[src/rtl/store_buffer.sv]
// store_buffer: FIFO write buffer in front of the single data RAM port.
// CPU stores are queued and drained into the RAM one per cycle whenever
// no load needs the port. A load that overlaps a queued store waits
// until that store has drained, so loads always see older stores.
// Optional feature macro: STB_FORWARD_EN. When it is defined, a load
// whose youngest overlapping entry has the same address and mode is
// answered straight from the queue in the same cycle.
module store_buffer #(
    parameter int DEPTH  = 4,
    parameter int ADDR_W = 8,
    parameter int DATA_W = 32
) (
    input  logic                      CLK,
    input  logic                      reset,
    input  logic                      st_valid,
    output logic                      st_ready,
    input  logic [ADDR_W-1:0]         st_addr,
    input  logic [1:0]                st_mode,
    input  logic [DATA_W-1:0]         st_data,
    input  logic                      ld_valid,
    input  logic [ADDR_W-1:0]         ld_addr,
    input  logic [1:0]                ld_mode,
    output logic                      ld_ready,
    output logic [DATA_W-1:0]         ld_data,
    input  logic                      flush,
    output logic                      flush_done,
    output logic                      misalign,
    output logic                      mem_write,
    output logic [1:0]                mem_mode,
    output logic [ADDR_W-1:0]         mem_addr,
    output logic [DATA_W-1:0]         mem_wdata,
    input  logic [DATA_W-1:0]         mem_rdata,
    output logic [$clog2(DEPTH):0]    count
);

    localparam int PTR_W  = $clog2(DEPTH);
    localparam int CNT_W  = PTR_W + 1;
    localparam int SPAN_W = ADDR_W + 1;

    localparam logic [1:0] MODE_WORD = 2'b00;
    localparam logic [1:0] MODE_HALF = 2'b01;
    localparam logic [1:0] MODE_BYTE = 2'b10;

    localparam logic [1:0] OWN_IDLE  = 2'd0;
    localparam logic [1:0] OWN_DRAIN = 2'd1;
    localparam logic [1:0] OWN_LOAD  = 2'd2;

    // Number of bytes touched by an access of the given mode.
    function automatic logic [SPAN_W-1:0] span(input logic [1:0] mode);
        case (mode)
            MODE_WORD: span = SPAN_W'(4);
            MODE_HALF: span = SPAN_W'(2);
            default:   span = SPAN_W'(1);
        endcase
    endfunction

    // Keep only the bytes a store of this mode actually writes.
    function automatic logic [DATA_W-1:0] keep_bits(input logic [DATA_W-1:0] data,
                                                    input logic [1:0] mode);
        case (mode)
            MODE_WORD: keep_bits = data;
            MODE_HALF: keep_bits = data & DATA_W'(32'h0000_ffff);
            default:   keep_bits = data & DATA_W'(32'h0000_00ff);
        endcase
    endfunction

    // Natural alignment check; the reserved mode is never acceptable.
    function automatic logic is_aligned(input logic [1:0] low, input logic [1:0] mode);
        case (mode)
            MODE_WORD: is_aligned = (low == 2'b00);
            MODE_HALF: is_aligned = !low[0];
            MODE_BYTE: is_aligned = 1'b1;
            default:   is_aligned = 1'b0;
        endcase
    endfunction

    logic [ADDR_W-1:0] ent_addr [DEPTH];
    logic [1:0]        ent_mode [DEPTH];
    logic [DATA_W-1:0] ent_data [DEPTH];

    logic [PTR_W-1:0]  rd_ptr;
    logic [PTR_W-1:0]  wr_ptr;
    logic              full;
    logic              empty;
    logic              st_fire;
    logic              st_ok;
    logic              push;
    logic              pop;
    logic [DEPTH-1:0]  slot_ovl;
    logic              any_ovl;
    logic [1:0]        owner;
    logic              fwd_hit;
    logic [DATA_W-1:0] fwd_data;

    // Store-side handshake: a full queue stays full even if it drains this cycle.
    always_comb begin
        full     = (count == CNT_W'(DEPTH));
        empty    = (count == '0);
        st_ready = !full && !flush;
        st_fire  = st_valid && st_ready;
        st_ok    = is_aligned(st_addr[1:0], st_mode);
        push     = st_fire && st_ok;
    end

    // Per physical slot: is it occupied, and does its byte range meet the load's range.
    always_comb begin
        slot_ovl = '0;
        for (int j = 0; j < DEPTH; j++) begin
            slot_ovl[j] = ({1'b0, PTR_W'(j) - rd_ptr} < count)
                       && ({1'b0, ld_addr} < ({1'b0, ent_addr[j]} + span(ent_mode[j])))
                       && ({1'b0, ent_addr[j]} < ({1'b0, ld_addr} + span(ld_mode)));
        end
        any_ovl = |slot_ovl;
    end

`ifdef STB_FORWARD_EN
    logic [PTR_W-1:0] young_slot;
    logic             young_exact;

    // Walk oldest to youngest; only an exact match on the youngest overlap may forward.
    always_comb begin
        young_slot = rd_ptr;
        for (int i = 0; i < DEPTH; i++) begin
            if (slot_ovl[rd_ptr + PTR_W'(i)]) begin
                young_slot = rd_ptr + PTR_W'(i);
            end
        end
        young_exact = (ent_addr[young_slot] == ld_addr) && (ent_mode[young_slot] == ld_mode);
        fwd_hit     = ld_valid && any_ovl && young_exact;
        fwd_data    = ent_data[young_slot];
    end
`else
    assign fwd_hit  = 1'b0;
    assign fwd_data = '0;
`endif

    // RAM port arbitration: a clean load wins, otherwise the queue head drains.
    always_comb begin
        owner = OWN_IDLE;
        if (ld_valid && !any_ovl) begin
            owner = OWN_LOAD;
        end else if (!empty) begin
            owner = OWN_DRAIN;
        end
        pop = (owner == OWN_DRAIN);
    end

    // Drive the RAM port and the load response from the chosen owner.
    always_comb begin
        mem_write = 1'b0;
        mem_mode  = 2'b00;
        mem_addr  = '0;
        mem_wdata = '0;
        ld_ready  = 1'b0;
        ld_data   = '0;
        case (owner)
            OWN_DRAIN: begin
                mem_write = 1'b1;
                mem_mode  = ent_mode[rd_ptr];
                mem_addr  = ent_addr[rd_ptr];
                mem_wdata = ent_data[rd_ptr];
            end
            OWN_LOAD: begin
                mem_mode  = ld_mode;
                mem_addr  = ld_addr;
                ld_ready  = 1'b1;
                ld_data   = mem_rdata;
            end
            default: ;
        endcase
        if (fwd_hit) begin
            ld_ready = 1'b1;
            ld_data  = fwd_data;
        end
    end

    assign flush_done = flush && empty;

    // Queue bookkeeping; reset throws away every queued store at once.
    always_ff @(posedge CLK or posedge reset) begin
        if (reset) begin
            rd_ptr   <= '0;
            wr_ptr   <= '0;
            count    <= '0;
            misalign <= 1'b0;
        end else begin
            if (push) begin
                wr_ptr <= wr_ptr + 1'b1;
            end
            if (pop) begin
                rd_ptr <= rd_ptr + 1'b1;
            end
            count    <= count + CNT_W'(push) - CNT_W'(pop);
            misalign <= st_fire && !st_ok;
        end
    end

    // Entry storage; contents are only meaningful while counted as occupied.
    always_ff @(posedge CLK) begin
        if (push) begin
            ent_addr[wr_ptr] <= st_addr;
            ent_mode[wr_ptr] <= st_mode;
            ent_data[wr_ptr] <= keep_bits(st_data, st_mode);
        end
    end

endmodule
[config.mk]
export PLATFORM = sky130hd
export DESIGN_NAME = store_buffer
export DESIGN_NICKNAME = d
export VERILOG_FILES = /design/src/rtl/store_buffer.sv
export SDC_FILE = /design/constraint.sdc
export NUM_CORES = 1
export LEC_CHECK = 0
export CORE_MARGIN = 4
export CORE_UTILIZATION = 53
export CTS_BUF_LIST = sky130_fd_sc_hd__clkbuf_8
export CTS_CLUSTER_DIAMETER = 100
export CTS_CLUSTER_SIZE = 20
export DETAILED_ROUTE_END_ITERATION = 16
export PLACE_DENSITY = 0.87
export SYNTH_ARGS = -nofsm -noshare
export SYNTH_HDL_FRONTEND = slang
export SYNTH_SLANG_ARGS = --single-unit
[constraint.sdc]
create_clock -name CLK -period 6.9 [get_ports CLK]
set_input_delay 1.38 -clock CLK [delete_from_list [all_inputs] [get_ports CLK]]
set_output_delay 1.38 -clock CLK [all_outputs]
set_load 0.05 [all_outputs]
==> summary.txt <==
Min path
  – Hold Crit Class: reg -> reg
  – Worst Hold Path EP: wr_ptr[0]$_DFFE_PP0P_
  – Cells on Worst Hold Path: 2
  – Min-delay src: wr_ptr[0]$_DFFE_PP0P_

Synth
  – Synthesized area: 9600 µm²
  – Flip-flop and latch count after synthesis: 176
  – Synth Area per Inst: 14.2 µm²
  – Asr flop ratio synth: 0.0455
  – Synth unique cells: 48
  – Cells after Synth: 676
  – Seq/Total Area, Yosys: 0.546
  – Top_reg_cell synth: edfxtp_1
  – Syn_nets: 852
  – Yosys warnings: 0
  – EDFF count, synth: 168

STA
  – Final Skew: 15.9 ps
  – Slew @ Worst Pin: 1150 ps
  – Final Hold Fails: 0
  – Worst hold slack: 640 ps
  – Fmax: 148 MHz
  – Max-slew violations: 0
  – Setup violators final: 0
  – Tmin final: 6730 ps
  – Post-route setup TNS: 0 ps
  – Crit share post-route: 0.976
  – Slew HR: 0.232

Worst setup path
  – CP Launch Type: input pin
  – R2R setup slack: 2460 ps
  – Crit path required time: 5520 ps
  – Kind of end point of the critical path: output pin
  – R2r worst-path depth: 19
  – Worst Path Buf+Inv: 4
  – CP Class: in -> out
  – CP arrival: 5350 ps
  – Slowest cell on the critical path: clkdlybuf4s50_1
  – Maximum fanout along the worst path: 22
  – CP Launch Point: ld_mode[1]
  – R2R Path End: count[2]$_DFF_PP0_
  – Worst path cell trace: clkdlybuf4s50_1, ha_1, inv_1, fa_1, nor2b_2, o21ai_0, xor2_1, ha_1, nand4_1, or3_1, a311oi_2, o32ai_2, nor3_4, buf_12, mux2_2, buf_4
  – Max stage delay on crit path: 540 ps
  – Worst r2r src: ent_mode[2][1]$_DFFE_PP_
  – CP delay by family, top: buffers and inverters
  – Most used cell, CP: ha_1

GRT
  – Total grt overflow: 0
  – Initial antenna violation count: 1
  – Vias in the first global route: 6,568
  – Largest net degree at the start of global routing: 47
  – First-pass GRT wire length: 35.0 mm
  – All-Layer GR Usage: 0.223

CTS
  – Clk Latency, worst-skew pair: 450 ps
  – # H-tree levels: 4
  – CTS Root Cell: clkbuf_8
  – Worst-path clk slew: 100 ps
  – CTS tree: done
  – Clk buf depth: 2
  – CTS Buf Count: 17
  – CTS sink count: 176
  – Hold Buf Count CTS: 0

Floorplanning
  – I/O pins: 171
  – Starting Density: 0.548
  – Floorplan core area: 17,500 µm²
  – Die width: 143 µm
  – Row count: 48
  – Die ar.: 20,300 µm²
  – Die height: 143 µm

Power and ir drop
  – Psw: 2.17 mW
  – LEAKAGE: 4.78 nW
  – Peak VDD IR: 0.389 mV
  – Comb pwr share: 0.616
  – Sequential share of power: 0.254
  – Clock network fraction of design power: 0.130
  – Switch share: 0.419
  – Tot Pwr: 5.17 mW
  – Cell Pwr Density: 405 nW/µm²
  – Int Pwr: 3.00 mW

Run status
  – Status: finished clean

Finish
  – Most common cell after layout, fill and taps aside: edfxtp_1
  – Final core utilization: 0.727
  – Ratio of cells with drive above 1 in the final layout: 0.219
  – Layout Nets: 1,031
  – Most frequent cells in the layout: 168 x edfxtp_1, 94 x clkdlybuf4s50_1, 81 x and2_1, 81 x ha_1, 74 x buf_12
  – Synth-to-layout area growth: 32.8%
  – # diodes: 0
  – Post-route cell area: 12,800 µm²

Detailed routing
  – Routed vias/inst: 5.71
  – Initial drt markers: 413
  – ANT nets after route: 0
  – DRT Pass-1 Iters: 5
  – Vias: 6,240
  – DRC Markers: 0
  – Total Wirelength: 22.4 mm
  – DR WL/cell: 20.5 µm

Place
  – Dpl cell area: 12,300 µm²
  – Dpl hpwl: 16.5 mm
  – IO Port Bufs: 170
  – Placer Congestion: 0.914

Job
  – Number of max-cap violations: 0
layout make-up:
type                            instances  area [µm²]
Clock buffer                           17         234
Clock inverter                         15         144
Fill cell                            1060        4780
Inverter                               27         101
Multi-Input combinational cell        447        4170
Sequential cell                       176        5250
Tap cell                              225         282
Timing Repair Buffer                  186        2570
tightest hold or removal path: stages (launching register included):
cell	delay, ps
dfrtp_1	390
inv_1	90
xnor2_1	130
Yosys cell counts (all sizes together) (2+ instances only):
| master | count | area, µm² |
|---|---|---|
| edfxtp | 168 | 5040 |
| and2 | 85 | 532 |
| ha | 81 | 1010 |
| mux4 | 42 | 946 |
| inv | 27 | 101 |
| xor2 | 27 | 236 |
| nor2b | 26 | 163 |
| a21oi | 24 | 120 |
| nor2 | 24 | 90.1 |
| nand2 | 21 | 78.8 |
| o21ai | 20 | 100 |
| clkbuf | 18 | 70.1 |
| nand2b | 11 | 68.8 |
| a21o | 9 | 67.6 |
| mux2 | 9 | 124 |
| xnor2 | 9 | 78.8 |
| buf | 8 | 51.3 |
| dfrtp | 8 | 200 |
| nand3 | 7 | 35.0 |
| o2111ai | 7 | 73.8 |
| a211oi | 6 | 45.0 |
| fa | 6 | 120 |
| nand4 | 4 | 25.0 |
| nor3 | 4 | 25.0 |
| o22ai | 4 | 25.0 |
| a311oi | 3 | 26.3 |
| nor3b | 3 | 22.5 |
| o211ai | 2 | 15.0 |
| or3 | 2 | 12.5 |
cell families after synthesis:
logic type,after synthesis,synth area share
and+or+nand+nor,189,0.111
DFF,176,0.546
adders and majority gates,87,0.118
AOI/OAI and AO/OA,83,0.0564
buffers and inverters,53,0.0232
muxes,52,0.112
xor gates and xnor gates,36,0.0328
routing by layer:
metal	track usage	part of all wire	up-vias	wire length [µm]
met5	0	0.00036	-	8
met4	0.0625	0.017	2	372
met3	0.0487	0.070	34	1570
met2	0.383	0.51	269	11300
met1	0.288	0.41	3038	9070
li1	-	-	2897	-
worst max-delay path by stage:
stage	to	slack, ps	depth (start not counted)
6_report	mem_mode[1]	170	16
5_1_grt	mem_mode[1]	-40	16
4_1_cts	mem_wdata[6]	20	17
3_5_place_dp	mem_wdata[6]	30	17
3_3_place_gp	mem_mode[1]	170	16
2_1_floorplan	mem_addr[1]	460	15
state kept, by name (all words and copies together), names as in the netlist:
name,count
ent_data,128
wr_ptr,2
count,3
misalign,1
ent_mode,8
rd_ptr,2
ent_addr,32
per-stage QoR:
step,worst slack [ps],cells
2_1_floorplan,464,676
3_3_place_gp,173,1059
3_5_place_dp,34.9,1059
4_1_cts,17.7,1091
5_1_grt,-42.7,1093
6_report,166,1093
power by group through the flow:
stage / Combinational, mW / Sequential, mW / Clock (mW)
2_1_floorplan: 1.79 / 1.33 / 0
3_3_place_gp: 3.13 / 1.34 / 0
3_5_place_dp: 3.18 / 1.34 / 0
4_1_cts: 3.19 / 1.32 / 0.681
5_1_grt: 3.35 / 1.33 / 0.729
6_report: 3.18 / 1.31 / 0.671
timing repair:
action,in CTS,in global routing
hold endpoints to repair,0,0
buffers inserted,0,1
endpoints found under the setup margin,0,75
resized for setup,0,7
No activity file was read; power rests on OpenSTA's default activity.
